$ cat config.mk
export PLATFORM = sky130hd
export DESIGN_NAME = integrator
export DESIGN_NICKNAME = d
export VERILOG_FILES = /design/src/rtl/pid_pkg.sv /design/src/rtl/serial_mult.sv /design/src/rtl/integrator.sv
export SDC_FILE = /design/constraint.sdc
export NUM_CORES = 1
export LEC_CHECK = 0
export ABC_AREA = 1
export BUFFER_PORTS_ARGS = -buffer_cell sky130_fd_sc_hd__buf_2
export CORE_MARGIN = 10
export CORE_UTILIZATION = 30
export CTS_BUF_LIST = sky130_fd_sc_hd__clkbuf_4
export DETAILED_ROUTE_END_ITERATION = 10
export HOLD_SLACK_MARGIN = 0.03
export PLACE_DENSITY = 0.52
export SLEW_MARGIN = 25
export SYNTH_ARGS = -nofsm -noshare
export SYNTH_HDL_FRONTEND = slang
export SYNTH_SLANG_ARGS = --single-unit
export TNS_END_PERCENT = 20
$ cat constraint.sdc
create_clock -name clk -period 4.6 [get_ports clk]
set_input_delay 0.69 -clock clk [delete_from_list [all_inputs] [get_ports clk]]
set_output_delay 0.69 -clock clk [all_outputs]
set_load 0.02 [all_outputs]
$ cat src/rtl/pid_pkg.sv
// Shared PID definitions: widths, FSM state type and saturation helpers.
package pid_pkg;

  localparam int unsigned E_W    = 6;
  localparam int unsigned K_W    = 6;
  localparam int unsigned ACC_W  = 10;
  localparam int unsigned OUT_W  = 6;
  localparam int unsigned SHIFT  = 2;
  localparam int unsigned PROD_W = ACC_W + K_W;
  localparam int unsigned CNT_W  = $clog2(K_W);

  localparam logic signed [OUT_W-1:0]  OUT_MAX   = OUT_W'(2**(OUT_W-1) - 1);
  localparam logic signed [OUT_W-1:0]  OUT_MIN   = {1'b1, {(OUT_W-1){1'b0}}};
  localparam logic signed [PROD_W-1:0] OUT_MAX_P = PROD_W'(2**(OUT_W-1) - 1);
  localparam logic signed [PROD_W-1:0] OUT_MIN_P = -PROD_W'(2**(OUT_W-1));

  typedef enum logic [1:0] {
    IDLE = 2'd0,
    MUL  = 2'd1,
    DONE = 2'd2
  } state_t;

  // Saturating add of a sign-extended error sample into the accumulator.
  function automatic logic signed [ACC_W-1:0] sat_add_acc(
    input logic signed [ACC_W-1:0] a,
    input logic signed [E_W-1:0]   b
  );
    logic signed [ACC_W:0] sum;
    sum = (ACC_W+1)'(a) + (ACC_W+1)'(b);
    if (sum[ACC_W] != sum[ACC_W-1]) begin
      return sum[ACC_W] ? {1'b1, {(ACC_W-1){1'b0}}} : {1'b0, {(ACC_W-1){1'b1}}};
    end
    return sum[ACC_W-1:0];
  endfunction

  // Scale the product by the fixed-point shift and clamp to the output width.
  function automatic logic signed [OUT_W-1:0] sat_to_out(
    input logic signed [PROD_W-1:0] x
  );
    logic signed [PROD_W-1:0] sh;
    sh = x >>> SHIFT;
    if (sh > OUT_MAX_P) return OUT_MAX;
    if (sh < OUT_MIN_P) return OUT_MIN;
    return OUT_W'(sh);
  endfunction

endpackage

$ cat src/rtl/serial_mult.sv
// Serial shift-add multiplier: signed a times unsigned b, one bit of b per cycle, LSB first.
// done is combinational and marks the cycle in which the final step is taken.
module serial_mult
  import pid_pkg::*;
(
  input  logic                     clk,
  input  logic                     rst_n,
  input  logic                     start,
  input  logic signed [ACC_W-1:0]  a,
  input  logic        [K_W-1:0]    b,
  output logic signed [PROD_W-1:0] prod,
  output logic                     done
);

  logic signed [PROD_W-1:0] a_sh;
  logic        [K_W-1:0]    b_sh;
  logic        [CNT_W-1:0]  cnt;
  logic                     run;

  assign done = run && (cnt == CNT_W'(K_W - 1));

  // Latch operands on start, then add the shifted multiplicand for each set multiplier bit.
  always_ff @(posedge clk) begin
    if (!rst_n) begin
      a_sh <= '0;
      b_sh <= '0;
      cnt  <= '0;
      run  <= 1'b0;
      prod <= '0;
    end else if (start) begin
      a_sh <= PROD_W'(a);
      b_sh <= b;
      cnt  <= '0;
      run  <= 1'b1;
      prod <= '0;
    end else if (run) begin
      if (b_sh[0]) prod <= prod + a_sh;
      a_sh <= a_sh <<< 1;
      b_sh <= b_sh >> 1;
      cnt  <= cnt + CNT_W'(1);
      if (done) run <= 1'b0;
    end
  end

endmodule

$ cat src/rtl/integrator.sv
// PID integral term: saturating error accumulator scaled by K_i through a serial multiplier.
// Optional build macro INTEGRATOR_ANTIWINDUP_EN stops accumulation while the output is
// pinned at a rail and the error would push it further into that rail.
module integrator
  import pid_pkg::*;
(
  input  logic                    clk,
  input  logic                    rst_n,
  input  logic                    ena,
  input  logic signed [E_W-1:0]   e,
  input  logic        [K_W-1:0]   K_i,
  output logic signed [OUT_W-1:0] i_contrib,
  output logic                    i_valid,
  output logic                    busy
);

  state_t                   state_q, state_d;
  logic signed [ACC_W-1:0]  acc, acc_d;
  logic                     pending, pending_d;
  logic signed [OUT_W-1:0]  contrib_d;
  logic                     valid_d;
  logic                     start_c;
  logic                     skip_c;
  logic signed [PROD_W-1:0] prod;
  logic                     mult_done;

  // Anti-windup gate: hold the accumulator when the output rail and error sign agree.
`ifdef INTEGRATOR_ANTIWINDUP_EN
  always_comb begin
    skip_c = 1'b0;
    if ((i_contrib == OUT_MAX) && !e[E_W-1] && (e != '0)) skip_c = 1'b1;
    if ((i_contrib == OUT_MIN) && e[E_W-1])               skip_c = 1'b1;
  end
`else
  assign skip_c = 1'b0;
`endif

  // Next accumulator value; also the operand latched when a multiply starts.
  always_comb begin
    acc_d = acc;
    if (ena && !skip_c) acc_d = sat_add_acc(acc, e);
  end

  serial_mult u_mult (
    .clk   (clk),
    .rst_n (rst_n),
    .start (start_c),
    .a     (acc_d),
    .b     (K_i),
    .prod  (prod),
    .done  (mult_done)
  );

  // Next-state, pending flag and output update logic.
  always_comb begin
    state_d   = state_q;
    pending_d = pending;
    contrib_d = i_contrib;
    valid_d   = 1'b0;
    start_c   = 1'b0;
    unique case (state_q)
      IDLE: begin
        if (ena || pending) begin
          start_c   = 1'b1;
          pending_d = 1'b0;
          state_d   = MUL;
        end
      end
      MUL: begin
        if (ena)       pending_d = 1'b1;
        if (mult_done) state_d   = DONE;
      end
      DONE: begin
        contrib_d = sat_to_out(prod);
        valid_d   = 1'b1;
        pending_d = ena;
        if (pending) begin
          start_c = 1'b1;
          state_d = MUL;
        end else begin
          state_d = IDLE;
        end
      end
      default: state_d = IDLE;
    endcase
  end

  // State, accumulator and registered outputs.
  always_ff @(posedge clk) begin
    if (!rst_n) begin
      state_q   <= IDLE;
      acc       <= '0;
      pending   <= 1'b0;
      i_contrib <= '0;
      i_valid   <= 1'b0;
      busy      <= 1'b0;
    end else begin
      state_q   <= state_d;
      acc       <= acc_d;
      pending   <= pending_d;
      i_contrib <= contrib_d;
      i_valid   <= valid_d;
      busy      <= (state_d != IDLE);
    end
  end

endmodule
# Yosys cells after proc, flatten, opt, wreduce, memory -nomap -nowiden
# Cells that the tools add are included.
# totals
out_inout_bits	8
ff_bits	63
wordCells	65
# op_classes
magnitude_cmp	2
n_reduce_logical	9
bitwise	1
n_eq_ne	6
mux	33
add_sub_neg	3
# ops
op	count
two-way mux 10 bit	4
two-way mux 6 bit	6
two-way mux 16 bit	2
adder 16 bit	1
two-way mux 1 bit	16
> comparator 14 x 6 -> 1 bit, second input constant	1
< comparator 14 x 6 -> 1 bit, second input constant	1
adder 10 x 6 -> 11 bit	1
one-hot mux 2 bit (3 select lines)	1
two-way mux 2 bit	2
inequality test 2 bit, second input constant	2
nonzero test 2 bit	2
adder 3 x 1 -> 3 bit, second input constant	1
equality test 3 bit, second input constant	1
one-hot mux 1 bit (3 select lines)	1
AND reduction 3 bit	1
nonzero test 3 bit	1
equality test 2 x 1 -> 1 bit, second input constant	1
equality test 2 bit, second input constant	1
logical NOT 2 bit	1
one-hot mux 1 bit (2 select lines)	1
AND reduction 2 bit	1
OR reduction 2 bit	1
logical AND 1 bit	1
3 further kinds	3

# Logic depth before layout (Yosys ltp)
# Gate-level depths: netlist of the first run.
# logic_depth
word_depth	7
ltp_mapped	18
ltp_nobuf	18

# Cells and area by module
# From an unflattened synthesis of the first run, not the netlist that was laid out.
# hier_totals
hier_cells	667
hier_area_um2	4377.9
# modules_own_cells
module	area_per_inst_um2	instances	cells_each
serial_mult	2720.1	1	416
integrator	1657.8	1	251

# Worst setup path after synthesis of the first run
# No wires, ideal clock.
# synth_timing
path_kind	input-to-reg
startpoint	input e[5]
endpoint	register u_mult.a_sh[2]
n_path_buf	0
required_ps	4487
slack_ps	1691
t_arrival_ps	2796
stages	15
setup_time_ps	113
cell_sequence	ha_1 -> a21o_1 -> nor2_1 -> nand2_1 -> nand2_1 -> nand2_1 -> a21oi_1 -> xor2_1 -> inv_1 -> ha_1 -> clkinv_1 -> a31oi_1 -> nand2_2 -> nand3_1 -> nand2_1
# synth_via
elab_chain_len	7
word_cells_on_any_way	9
classes_between	add/sub: 1; eq/ne: 1; mux: 7
# synth_rtl
item	line_no	source
start, declared	integrator.sv:10	input logic signed [E_W-1:0] e,
adder 10 x 6 -> 11 bit (*)	pid_pkg.sv:29	sum = (ACC_W+1)'(a) + (ACC_W+1)'(b);
inequality test 1 bit	pid_pkg.sv:30	if (sum[ACC_W] != sum[ACC_W-1]) begin
two-way mux 1 bit	pid_pkg.sv:30	
two-way mux 1 bit	integrator.sv:41	if (ena && !skip_c) acc_d = sat_add_acc(acc, e);
two-way mux 10 bit (*)	pid_pkg.sv:33	return sum[ACC_W-1:0];
two-way mux 10 bit (*)	integrator.sv:41	
two-way mux 16 bit (*)	serial_mult.sv:30	end else if (start) begin
end signal, assigned	serial_mult.sv:31	a_sh <= PROD_W'(a);
end signal, assigned	serial_mult.sv:38	a_sh <= a_sh <<< 1;
end, declared	serial_mult.sv:15	logic signed [PROD_W-1:0] a_sh;
# Mark *: on every way between the ends. The rest lies on a longest branch, timed or not. The select of a mux whose other input is x is not followed.
# A chain may end at the register's enable or synchronous reset.

# Worst setup path in the final report of the first run
# Ends and elaborated chain as after synthesis.

==> flow_summary.rst, run 1 <==
.. list-table::
   :header-rows: 1

   * - Metric
     - Value
   * - Pleak
     - 2.225 nW
   * - Placed Cells incl. Taps
     - between 700 and 800
   * - Synth-to-layout area growth
     - 10.55%
   * - Drt total wl
     - 10,050 um
   * - Finished Cell Area
     - ~0.0045 mm^2
   * - Cell type contributing the most total cell area after synthesis
     - sky130_fd_sc_hd__dfxtp_1
   * - Time the worst path needs with I/O delays and setup
     - about 2.9 ns
   * - Final hold slack
     - 0.4668 ns
   * - Sum of overflow across all layers after global routing
     - 0
   * - Count of synthesis-stage warnings from yosys
     - 0
   * - Maximum number of pins on one net before global-route repair
     - 24
   * - DR vias
     - around 3,700
   * - Fraction of registers with async set/reset
     - 0%
   * - Post-cts sizing count
     - 0
   * - Fraction of the mapped netlist area in compound gates
     - 17.24%
   * - TritonCTS clock tree
     - done
   * - Initial standard-cell utilization of the core
     - 30.53%
   * - Post-synthesis cell count
     - 588
   * - Power per unit of standard cell area
     - 373.4 mW/mm^2
   * - Fraction of synthesized cell area in xor and xnor cells
     - under 10%
   * - Count of pins over their slew limit
     - 0
   * - Share of the clock period used by the worst path after layout
     - 62.85%
   * - Hold Crit Class
     - register to register
   * - Data required, critical path
     - 4.93 ns
   * - Height of the chip
     - 136.1 um
   * - Clock insertion delay at the later pin of the skew report
     - 0.42 ns
   * - Outcome
     - completed
   * - Critical setup path kind
     - primary input to register
   * - Clock transition at path regs
     - 0.12 ns
   * - Critical Path Start Type
     - primary input
   * - Largest clock skew in the final design
     - about 0.016 ns
   * - Share of the synthesized area in the top cell type
     - 31.20%
   * - # port buffers
     - 22
   * - Remaining antenna violation count after routing
     - 0
   * - Post-synthesis area per instance
     - a little under 7 um^2
   * - Slew margin rel.
     - between 40% and 50%
   * - Final setup violating endpoints
     - 0
   * - Post-placement cell area
     - 0.004315 mm^2
   * - Boundary pin count
     - 23
   * - DP Wirelength
     - roughly 7600 um
   * - Number of antenna diodes
     - 0
   * - Post-synthesis adder-cell area fraction
     - about 11%
   * - CP Data Arrival Time
     - around 3.2 ns
   * - Final design utilization
     - 33.75%
   * - Hold Violations, Final
     - 0
   * - Vias in the first global route
     - 3,617
   * - RSZ-0062 raised after global routing
     - false
   * - Proportion of synthesized area in mux cells
     - 0%
   * - Detailed-router iteration count before antenna repair
     - 4
   * - Number of hold-repair buffers added at the cts stage
     - 0
   * - Flop and latch count out of synthesis
     - 63
   * - Combinational family with the most area after synthesis
     - simple AND/OR/NAND/NOR gates
   * - Final Instance Count excl. Fillers
     - between 700 and 800
   * - Overall die area
     - around 0.019 mm^2
   * - Combined area of all synthesized cells
     - 0.004043 mm^2
   * - Number of nets in the synthesized netlist
     - around 640
   * - RePlAce Congestion
     - between 0.8 and 0.9
   * - Post-CTS Setup Inserts
     - 0
   * - Slew @ Worst Pin
     - 0.8470 ns
   * - Leading cell types by total area after synthesis
     - sky130_fd_sc_hd__dfxtp_1 31%, sky130_fd_sc_hd__nand2_1 13%, sky130_fd_sc_hd__ha_1 10%, sky130_fd_sc_hd__inv_1 8.4%, sky130_fd_sc_hd__a21oi_1 6.4%
   * - Row Count
     - 42
   * - Cts bufs inserted
     - 9
   * - First-pass GRT wire length
     - 16,850 um
   * - Count of max-cap constraint violations
     - 0
   * - Post-synth cell types
     - 45
   * - Number of nets in the layout
     - 658
   * - Worst-case clock buffer depth
     - 2
   * - Achievable Freq
     - 345.9 MHz
   * - GRT Util Overall
     - 11.07%
   * - Initial DRC count
     - approximately 210
   * - Top-count cell post-synth
     - sky130_fd_sc_hd__nand2_1
   * - Area of the core
     - 0.01324 mm^2
   * - Depth of the CTS H-tree
     - 3
   * - Type of destination of the critical path
     - register
   * - Clock sink count
     - between 60 and 70
   * - Total DRC errors in the routed layout
     - 0
   * - Most used flip-flop cell after synthesis
     - sky130_fd_sc_hd__dfxtp_1
   * - Sequential area share after synthesis
     - between 30% and 40%
   * - Floorplan die width
     - 136.1 um
   * - Post-synthesis simple-gate area fraction
     - 27.58%
   * - Synth cell count leaders
     - 144 x sky130_fd_sc_hd__nand2_1, 90 x sky130_fd_sc_hd__inv_1, 63 x sky130_fd_sc_hd__dfxtp_1
   * - Post-detailed-route wirelength per cell
     - between 10 and 15 um
   * - Root Buffer Master
     - sky130_fd_sc_hd__clkbuf_4
   * - Fin Setup TNS
     - 0 ns
   * - Largest vdd supply drop
     - 0.0001830 V
   * - Antenna violations before repair
     - 0
   * - Number of enable flip-flop cells after synthesis
     - 0
   * - Vias per inst
     - 4.652
   * - Fraction of layout cells with a size suffix above 1
     - 10.78%
   * - Critical path peak fanout
     - 9
[critical path, stage by stage]
cell,delay (ns)
sky130_fd_sc_hd__buf_2,0.14
sky130_fd_sc_hd__ha_1,0.38
sky130_fd_sc_hd__nand2_1,0.13
sky130_fd_sc_hd__a21oi_1,0.06
sky130_fd_sc_hd__nor2_1,0.13
sky130_fd_sc_hd__nand2_1,0.07
sky130_fd_sc_hd__nand2_1,0.08
sky130_fd_sc_hd__nand2_1,0.05
sky130_fd_sc_hd__a21oi_1,0.15
sky130_fd_sc_hd__xor2_1,0.20
sky130_fd_sc_hd__inv_1,0.07
sky130_fd_sc_hd__ha_1,0.34
sky130_fd_sc_hd__clkinv_1,0.22
sky130_fd_sc_hd__a31oi_1,0.31
sky130_fd_sc_hd__nand2_2,0.07
sky130_fd_sc_hd__nand3_1,0.07
sky130_fd_sc_hd__nand2_1,0.05
[cell type report]
cell class,instances,area (um^2)
flip-flops and latches,63,1261
clock inverters,6,86.33
well taps,176,220.2
inverters,93,349.1
multi-input cells,416,2352
repair buffers,25,132.6
fillers,1448,8773
clock buffers,9,67.56
[power breakdown]
part	switching (mW)	internal, mW	total (mW)
clock network	0.218	0.216	0.435
registers	0.0450	0.602	0.647
logic	0.375	0.212	0.587
[cells by family after synthesis]
| logic type | Yosys count |
|---|---|
| buffers and inverters | 109 |
| DFF | 63 |
| xor gates and xnor gates | 10 |
| and+or+nand+nor | 252 |
| adders and majority gates | 35 |
| AOI/OAI and AO/OA | 119 |
[stage by stage]
step	total power, mW	worst slack (ns)
2_1_floorplan	1.134	1.691
3_3_place_gp	1.233	1.349
3_5_place_dp	1.250	1.256
4_1_cts	1.691	1.718
5_1_grt	1.798	1.471
6_report	1.669	1.709
[registers in the layout (all words and copies together) (netlist names)]
name,count
u_mult.prod,16
u_mult.a_sh,16
acc,10
u_mult.cnt,3
state_q,2
i_contrib,6
i_valid,1
u_mult.run,1
pending,1
busy,1
u_mult.b_sh,6
[routing by layer]
metal / part of all wire (%) / global-route usage (%)
met4: 1.4 / 3.728
met1: 51 / 14.28
met3: 3.2 / 1.771
met5: 0 / 0
met2: 44 / 18.33
[placed cells by master (no fill, tap or decap), types with 8 or more instances in the layout]
cell and count:
sky130_fd_sc_hd__inv_1 90, sky130_fd_sc_hd__dfxtp_1 63, sky130_fd_sc_hd__o21ai_0 23, sky130_fd_sc_hd__clkbuf_4 9
sky130_fd_sc_hd__nand2_1 144, sky130_fd_sc_hd__buf_2 22, sky130_fd_sc_hd__nor2_1 47, sky130_fd_sc_hd__ha_1 33
sky130_fd_sc_hd__nand3_1 29, sky130_fd_sc_hd__o22ai_1 8, sky130_fd_sc_hd__a21oi_1 52
[final timing paths]
path	slack, ns	start	depth (start not counted)	to
max reg2reg	1.80	acc[2]	16	u_mult.a_sh[2]
max	1.71	e[5]	17	u_mult.a_sh[2]
min	0.47	i_contrib[5]	2	i_contrib[5]
min reg2reg	0.47	i_contrib[5]	2	i_contrib[5]
(Power assumes the default switching activity.)
==> run 2: changes to the inputs <==
--- a/config.mk
+++ b/config.mk
@@ -12,7 +12,7 @@
 export CTS_BUF_LIST = sky130_fd_sc_hd__clkbuf_4
 export DETAILED_ROUTE_END_ITERATION = 10
 export HOLD_SLACK_MARGIN = 0.03
-export PLACE_DENSITY = 0.52
+export PLACE_DENSITY = 0.54
 export SLEW_MARGIN = 25
 export SYNTH_ARGS = -nofsm -noshare
 export SYNTH_HDL_FRONTEND = slang
==> constraint.sdc (replaced) <==
create_clock -name clk -period 2.6 [get_ports clk]
set_input_delay 0.39 -clock clk [delete_from_list [all_inputs] [get_ports clk]]
set_output_delay 0.39 -clock clk [all_outputs]
set_load 0.02 [all_outputs]
==> run 2 against run 1 <==
  * Global-route usage increased by 0.066 points
  * Wire length down 0.83%
  * Core utilization rose by 3.2 points
  * Register-to-register slack lost 1.6 ns
  * First-iteration DRC count is 1.4% higher
  * Combinational power grew 130%
  * Critical endpoint is now u_mult.a_sh[9]
  * Largest power group is now combinational logic
==> flow_summary.rst, run 2 (synthesis results as in run 1) <==
.. list-table::
   :header-rows: 1

   * - Metric
     - Value
   * - Floorplan die width
     - around 140 um
   * - Slowest CP cell
     - sky130_fd_sc_hd__fa_1
   * - Fin Setup TNS
     - 0 ns
   * - Slew margin rel.
     - about 56%
   * - Largest vdd supply drop
     - 0.0004274 V
   * - Combined buffer and inverter count along the critical path
     - 2
   * - Number of nets in the layout
     - just under 700
   * - Boundary pin count
     - 23
   * - Total power
     - 3.297 mW
   * - Final hold slack
     - 0.2259 ns
   * - Row Count
     - 42
   * - GRT Util Overall
     - 11.14%
   * - Pleak
     - around 2.4 nW
   * - Type of destination of the critical path
     - register
   * - Final Instance Count excl. Fillers
     - about 830
   * - Total DRC errors in the routed layout
     - 0
   * - CP Data Arrival Time
     - 2.71 ns
   * - Height of the chip
     - 136.1 um
   * - Most frequent cells in the layout
     - 140 x sky130_fd_sc_hd__nand2_1, 90 x sky130_fd_sc_hd__inv_1, 60 x sky130_fd_sc_hd__dfxtp_1
   * - Maximum number of pins on one net before global-route repair
     - 23
   * - Filler cell count in the final layout
     - 1,423
   * - Final setup violating endpoints
     - 0
   * - Count of max-cap constraint violations
     - 0
   * - Overall die area
     - between 0.015 and 0.02 mm^2
   * - Placed Cells incl. Taps
     - just over 800
   * - Depth of the CTS H-tree
     - 3
   * - Data required, critical path
     - 2.87 ns
   * - RePlAce Congestion
     - around 0.85
   * - DR vias
     - 3,764
   * - Initial standard-cell utilization of the core
     - 30.53%
   * - Root Buffer Master
     - sky130_fd_sc_hd__clkbuf_4
   * - DP Wirelength
     - 7688 um
   * - Count of pins over their slew limit
     - 0
   * - Footprint of the multi-input gates
     - 0.002476 mm^2
   * - Combined flip-flop and latch cell area
     - approximately 0.0013 mm^2
   * - Outcome
     - completed
   * - Clock sink count
     - 63
   * - Sum of overflow across all layers after global routing
     - 0
   * - Cell family contributing the most delay on the critical path
     - adder cells
   * - Vias in the first global route
     - 3,733
   * - Antenna violations before repair
     - 1
   * - Initial DRC count
     - between 200 and 250
   * - Synth-to-layout area growth
     - 20.95%
   * - Slew @ Worst Pin
     - 0.6572 ns
   * - Most frequent standard cell in the layout excluding fill and tap cells
     - sky130_fd_sc_hd__nand2_1
   * - Achievable Freq
     - 409.8 MHz
   * - RSZ-0062 raised after global routing
     - false
   * - Post-detailed-route wirelength per cell
     - 12.07 um
   * - # port buffers
     - 22
   * - Post-place setup slack
     - -0.3446 ns
   * - Critical setup path kind
     - register to register
   * - Worst-case clock buffer depth
     - 2
   * - Area of the core
     - 0.01324 mm^2
   * - Time the worst path needs with I/O delays and setup
     - 2.441 ns
   * - Clock insertion delay at the later pin of the skew report
     - 0.42 ns
   * - Registers with the highest flip-flop counts
     - u_mult.a_sh x16, u_mult.prod x16, acc x10
   * - First-pass GRT wire length
     - 17,060 um
   * - Power per unit of standard cell area
     - 674.2 mW/mm^2
   * - Hold Violations, Final
     - 0
   * - Detailed-router iteration count before antenna repair
     - 4
   * - Remaining antenna violation count after routing
     - 0
   * - Clock transition at path regs
     - around 0.13 ns
   * - Critical path peak fanout
     - 7
   * - Fraction of layout cells with a size suffix above 1
     - 19.11%
   * - Critical Path Start Type
     - register
   * - Vias per inst
     - 4.557
   * - Share of the clock period used by the worst path after layout
     - 93.87%
   * - Hold Crit Class
     - primary input to register
   * - Largest clock skew in the final design
     - 0.01862 ns
   * - Maximum cell stage delay along the critical path
     - 0.42 ns
   * - Cells along the critical path
     - ha_1 > fa_1 > nand3_1 > nand4_1 > nand2_2 > inv_1 > buf_4 > ha_1 > nor2_1 > nand2_1 > o21ai_2 > nand2_1 > nand2_4 > a221oi_1
   * - TritonCTS clock tree
     - done
   * - Final setup slack of the worst path
     - 0.1595 ns
   * - Cts bufs inserted
     - 9
   * - Drt total wl
     - 9970 um
run 2: power by group:
part / internal, mW / switching [mW] / total (mW)
registers: 1.07 / 0.0844 / 1.15
logic: 0.599 / 0.755 / 1.35
clock network: 0.391 / 0.397 / 0.789
run 2: stage by stage:
step / cell area [um^2] / utilization, %
CTS: 4747 / 35.85
global placement: 4577 / 34.56
finish: 4890 / 36.92
floorplan: 4049 / -
global route: 4890 / 36.92
detailed placement: 4577 / 34.56
run 2: worst paths after layout:
kind / depth (start not counted) / endpoint / from / slack (ns)
max: 14 / u_mult.a_sh[9] / acc[0] / 0.16
min: 3 / u_mult.b_sh[5] / K_i[5] / 0.23
max reg2reg: 14 / u_mult.a_sh[9] / acc[0] / 0.16
min reg2reg: 2 / i_contrib[4] / i_contrib[4] / 0.47
run 2: layout make-up:
type                            count  area share [%]
Antenna cell                        1         0.05118
Clock buffer                        9           1.382
Clock inverter                      7           1.970
Inverter                           93           7.293
Multi-Input combinational cell    416           50.64
Sequential cell                    63           25.92
Tap cell                          176           4.504
Timing Repair Buffer               61           8.239
run 2: worst register-to-register path: stages (launching register included):
cell and delay (ns):
sky130_fd_sc_hd__dfxtp_1 0.34, sky130_fd_sc_hd__ha_1 0.23, sky130_fd_sc_hd__fa_1 0.42, sky130_fd_sc_hd__nand3_1 0.15
sky130_fd_sc_hd__nand4_1 0.12, sky130_fd_sc_hd__nand2_2 0.09, sky130_fd_sc_hd__inv_1 0.08, sky130_fd_sc_hd__buf_4 0.14
sky130_fd_sc_hd__ha_1 0.17, sky130_fd_sc_hd__nor2_1 0.10, sky130_fd_sc_hd__nand2_1 0.07, sky130_fd_sc_hd__o21ai_2 0.07
sky130_fd_sc_hd__nand2_1 0.11, sky130_fd_sc_hd__nand2_4 0.15, sky130_fd_sc_hd__a221oi_1 0.06
run 2: per-layer routing:
layer,part of all wire [%],vias up,global-route usage (%),routed length (um)
met3,4.2,6,2.620,422
met2,47,48,18.76,4692
met5,0,-,0,0
met1,48,1684,13.75,4780
met4,0.74,0,3.373,74
li1,-,2026,-,-
run 2: repair_timing:
| item | CTS | global route |
|---|---|---|
| pin swaps | 0 | 3 |
| hold buffers | 0 | 0 |
| gates resized for setup | 3 | 25 |
| cloned | 0 | 0 |
| setup buffers | 0 | 2 |
| setup endpoints to repair | 17 | 25 |
==> run 3: changes to the inputs <==
--- a/config.mk
+++ b/config.mk
@@ -13,6 +13,7 @@
 export DETAILED_ROUTE_END_ITERATION = 10
 export HOLD_SLACK_MARGIN = 0.03
 export PLACE_DENSITY = 0.54
+export RECOVER_POWER = 25
 export SLEW_MARGIN = 25
 export SYNTH_ARGS = -nofsm -noshare
 export SYNTH_HDL_FRONTEND = slang
==> run 3 against run 2 <==
  * Sequential power about the same
  * Global-route usage unchanged
  * First-iteration DRC count up 6.5%
  * Non-clock buffer count unchanged
  * Largest cell class unchanged
  * Largest power group unchanged
==> flow_summary.rst, run 3 (synthesis results as in run 1) <==
.. list-table::
   :header-rows: 1

   * - Metric
     - Value
   * - Sw Pwr
     - 1.234 mW
   * - Slew @ Worst Pin
     - 0.6589 ns
   * - Critical Path Start Type
     - register
   * - Critical setup path kind
     - register to register
   * - Largest clock skew in the final design
     - just under 0.02 ns
   * - Count of pins over their slew limit
     - 0
   * - Most frequent cells in the layout
     - 140 x sky130_fd_sc_hd__nand2_1, 90 x sky130_fd_sc_hd__inv_1, 60 x sky130_fd_sc_hd__dfxtp_1
   * - First-pass GRT wire length
     - between 15,000 and 20,000 um
   * - Internal
     - 2.058 mW
   * - Total DRC errors in the routed layout
     - 0
   * - Area of the core
     - between 0.01 and 0.015 mm^2
   * - DP Wirelength
     - 7688 um
   * - Data required, critical path
     - between 2 and 3 ns
   * - Hold Crit Class
     - primary input to register
   * - TritonCTS clock tree
     - done
   * - Clock transition at path regs
     - 0.13 ns
   * - RePlAce Congestion
     - 0.8460
   * - DR vias
     - 3,773
   * - Registers with the highest flip-flop counts
     - u_mult.a_sh x16, u_mult.prod x16, acc x10
   * - Antenna violations before repair
     - 1
   * - Synth-to-layout area growth
     - 20.61%
   * - Share of the clock period used by the worst path after layout
     - 93.86%
   * - Vias per inst
     - 4.568
   * - Pleak
     - 2.385 nW
   * - Maximum number of pins on one net before global-route repair
     - 23
   * - Type of destination of the critical path
     - register
   * - Final design utilization
     - between 30% and 40%
   * - Overall die area
     - about 0.019 mm^2
   * - Vias in the first global route
     - 3,733
   * - Clock insertion delay at the later pin of the skew report
     - about 0.42 ns
   * - Hold Violations, Final
     - 0
   * - Remaining antenna violation count after routing
     - 0
   * - Cts bufs inserted
     - 9
   * - Total power
     - 3.291 mW
   * - Worst R2R Setup Slack
     - 0.16 ns
   * - CP Data Arrival Time
     - 2.71 ns
   * - Critical path peak fanout
     - 7
   * - Final hold slack
     - 0.2307 ns
   * - # port buffers
     - 22
   * - Post-detailed-route wirelength per cell
     - 12.05 um
   * - Largest vdd supply drop
     - 0.0004283 V
   * - Row Count
     - 42
   * - Depth of the CTS H-tree
     - 3
   * - Clock sink count
     - 63
   * - Worst-case clock buffer depth
     - 2
   * - Drt total wl
     - 9952 um
   * - Detailed-router iteration count before antenna repair
     - 4
   * - Achievable Freq
     - 409.8 MHz
   * - Initial DRC count
     - 229
   * - Height of the chip
     - approximately 140 um
   * - Comb power frac
     - 41.1%
   * - Fin Setup TNS
     - 0 ns
   * - Boundary pin count
     - 23
   * - Final setup violating endpoints
     - 0
   * - Switching share of power
     - 37.48%
   * - Root Buffer Master
     - sky130_fd_sc_hd__clkbuf_4
   * - Post-placement cell area
     - approximately 0.0046 mm^2
   * - Number of nets in the layout
     - 694
   * - Floorplan die width
     - between 100 and 150 um
   * - Sequential cell fraction of total power
     - 35.0%
   * - Sum of overflow across all layers after global routing
     - 0
   * - Time the worst path needs with I/O delays and setup
     - 2.440 ns
   * - Slew margin rel.
     - between 50 and 60%
   * - GRT Util Overall
     - 11.14%
   * - Finished Cell Area
     - about 0.005 mm^2
   * - Initial standard-cell utilization of the core
     - a little under a third
   * - Most frequent standard cell in the layout excluding fill and tap cells
     - sky130_fd_sc_hd__nand2_1
   * - Outcome
     - completed
   * - Count of max-cap constraint violations
     - 0
   * - Power per unit of standard cell area
     - 675.0 mW/mm^2
   * - Fraction of layout cells with a size suffix above 1
     - 17.72%
   * - Relative contribution of the clock network to total power
     - a little under a quarter
-- run 3: worst max-delay path, stage by stage (launching register included) --
cell and delay [ns]:
sky130_fd_sc_hd__dfxtp_1 0.34, sky130_fd_sc_hd__ha_1 0.23, sky130_fd_sc_hd__fa_1 0.42, sky130_fd_sc_hd__nand3_1 0.15, sky130_fd_sc_hd__nand4_1 0.12, sky130_fd_sc_hd__nand2_2 0.09, sky130_fd_sc_hd__inv_1 0.08, sky130_fd_sc_hd__buf_4 0.14
sky130_fd_sc_hd__ha_1 0.17, sky130_fd_sc_hd__nor2_1 0.10, sky130_fd_sc_hd__nand2_1 0.07, sky130_fd_sc_hd__o21ai_2 0.07, sky130_fd_sc_hd__nand2_1 0.11, sky130_fd_sc_hd__nand2_4 0.15, sky130_fd_sc_hd__a221oi_1 0.06
-- run 3: what timing repair did --
item                       CTS  global route
pin swaps                    0             3
resized for setup            3            25
hold buffers                 0             0
buffers inserted             0             2
setup endpoints to repair   17            25
-- run 3: layer usage --
| metal | share of wire (%) | vias to the layer above | global-route usage, % |
|---|---|---|---|
| met5 | 0 | - | 0 |
| met4 | 0.74 | 0 | 3.373 |
| met3 | 4.0 | 6 | 2.620 |
| met2 | 47 | 53 | 18.76 |
| met1 | 48 | 1690 | 13.75 |
| li1 | - | 2024 | - |
-- run 3: worst paths after layout --
check                 startpoint        endpoint  depth (start not counted)
setup / recovery          acc[0]  u_mult.a_sh[9]                         14
hold reg to reg   u_mult.b_sh[5]  u_mult.b_sh[5]                          2
hold / removal            K_i[5]  u_mult.b_sh[5]                          3
setup reg to reg          acc[0]  u_mult.a_sh[9]                         14
-- run 3: stage by stage --
stage	setup WS (ns)	std cells
CTS	0.01055	823
detailed placement	-0.3446	807
finish	0.1597	826
global placement	-0.2713	807
floorplan	0.01559	588
global route	-0.000007994	826
-- run 3: cell type report --
type                            instances  area, um^2
Antenna cell                            1       2.502
Fill cell                            1429        8367
Clock inverter                          7       96.34
Inverter                               93       356.6
Multi-Input combinational cell        416        2476
Clock buffer                            9       67.56
Tap cell                              176       220.2
Timing Repair Buffer                   61       389.1
Sequential cell                        63        1267
-- run 3: power by group through the flow --
stage | Clock (mW) | Sequential, mW | Combinational, mW
6_report | 0.786 | 1.15 | 1.35
5_1_grt | 0.850 | 1.17 | 1.52
4_1_cts | 0.816 | 1.15 | 1.23
3_5_place_dp | 0 | 1.17 | 1.21
3_3_place_gp | 0 | 1.17 | 1.19
2_1_floorplan | 0 | 1.13 | 0.882
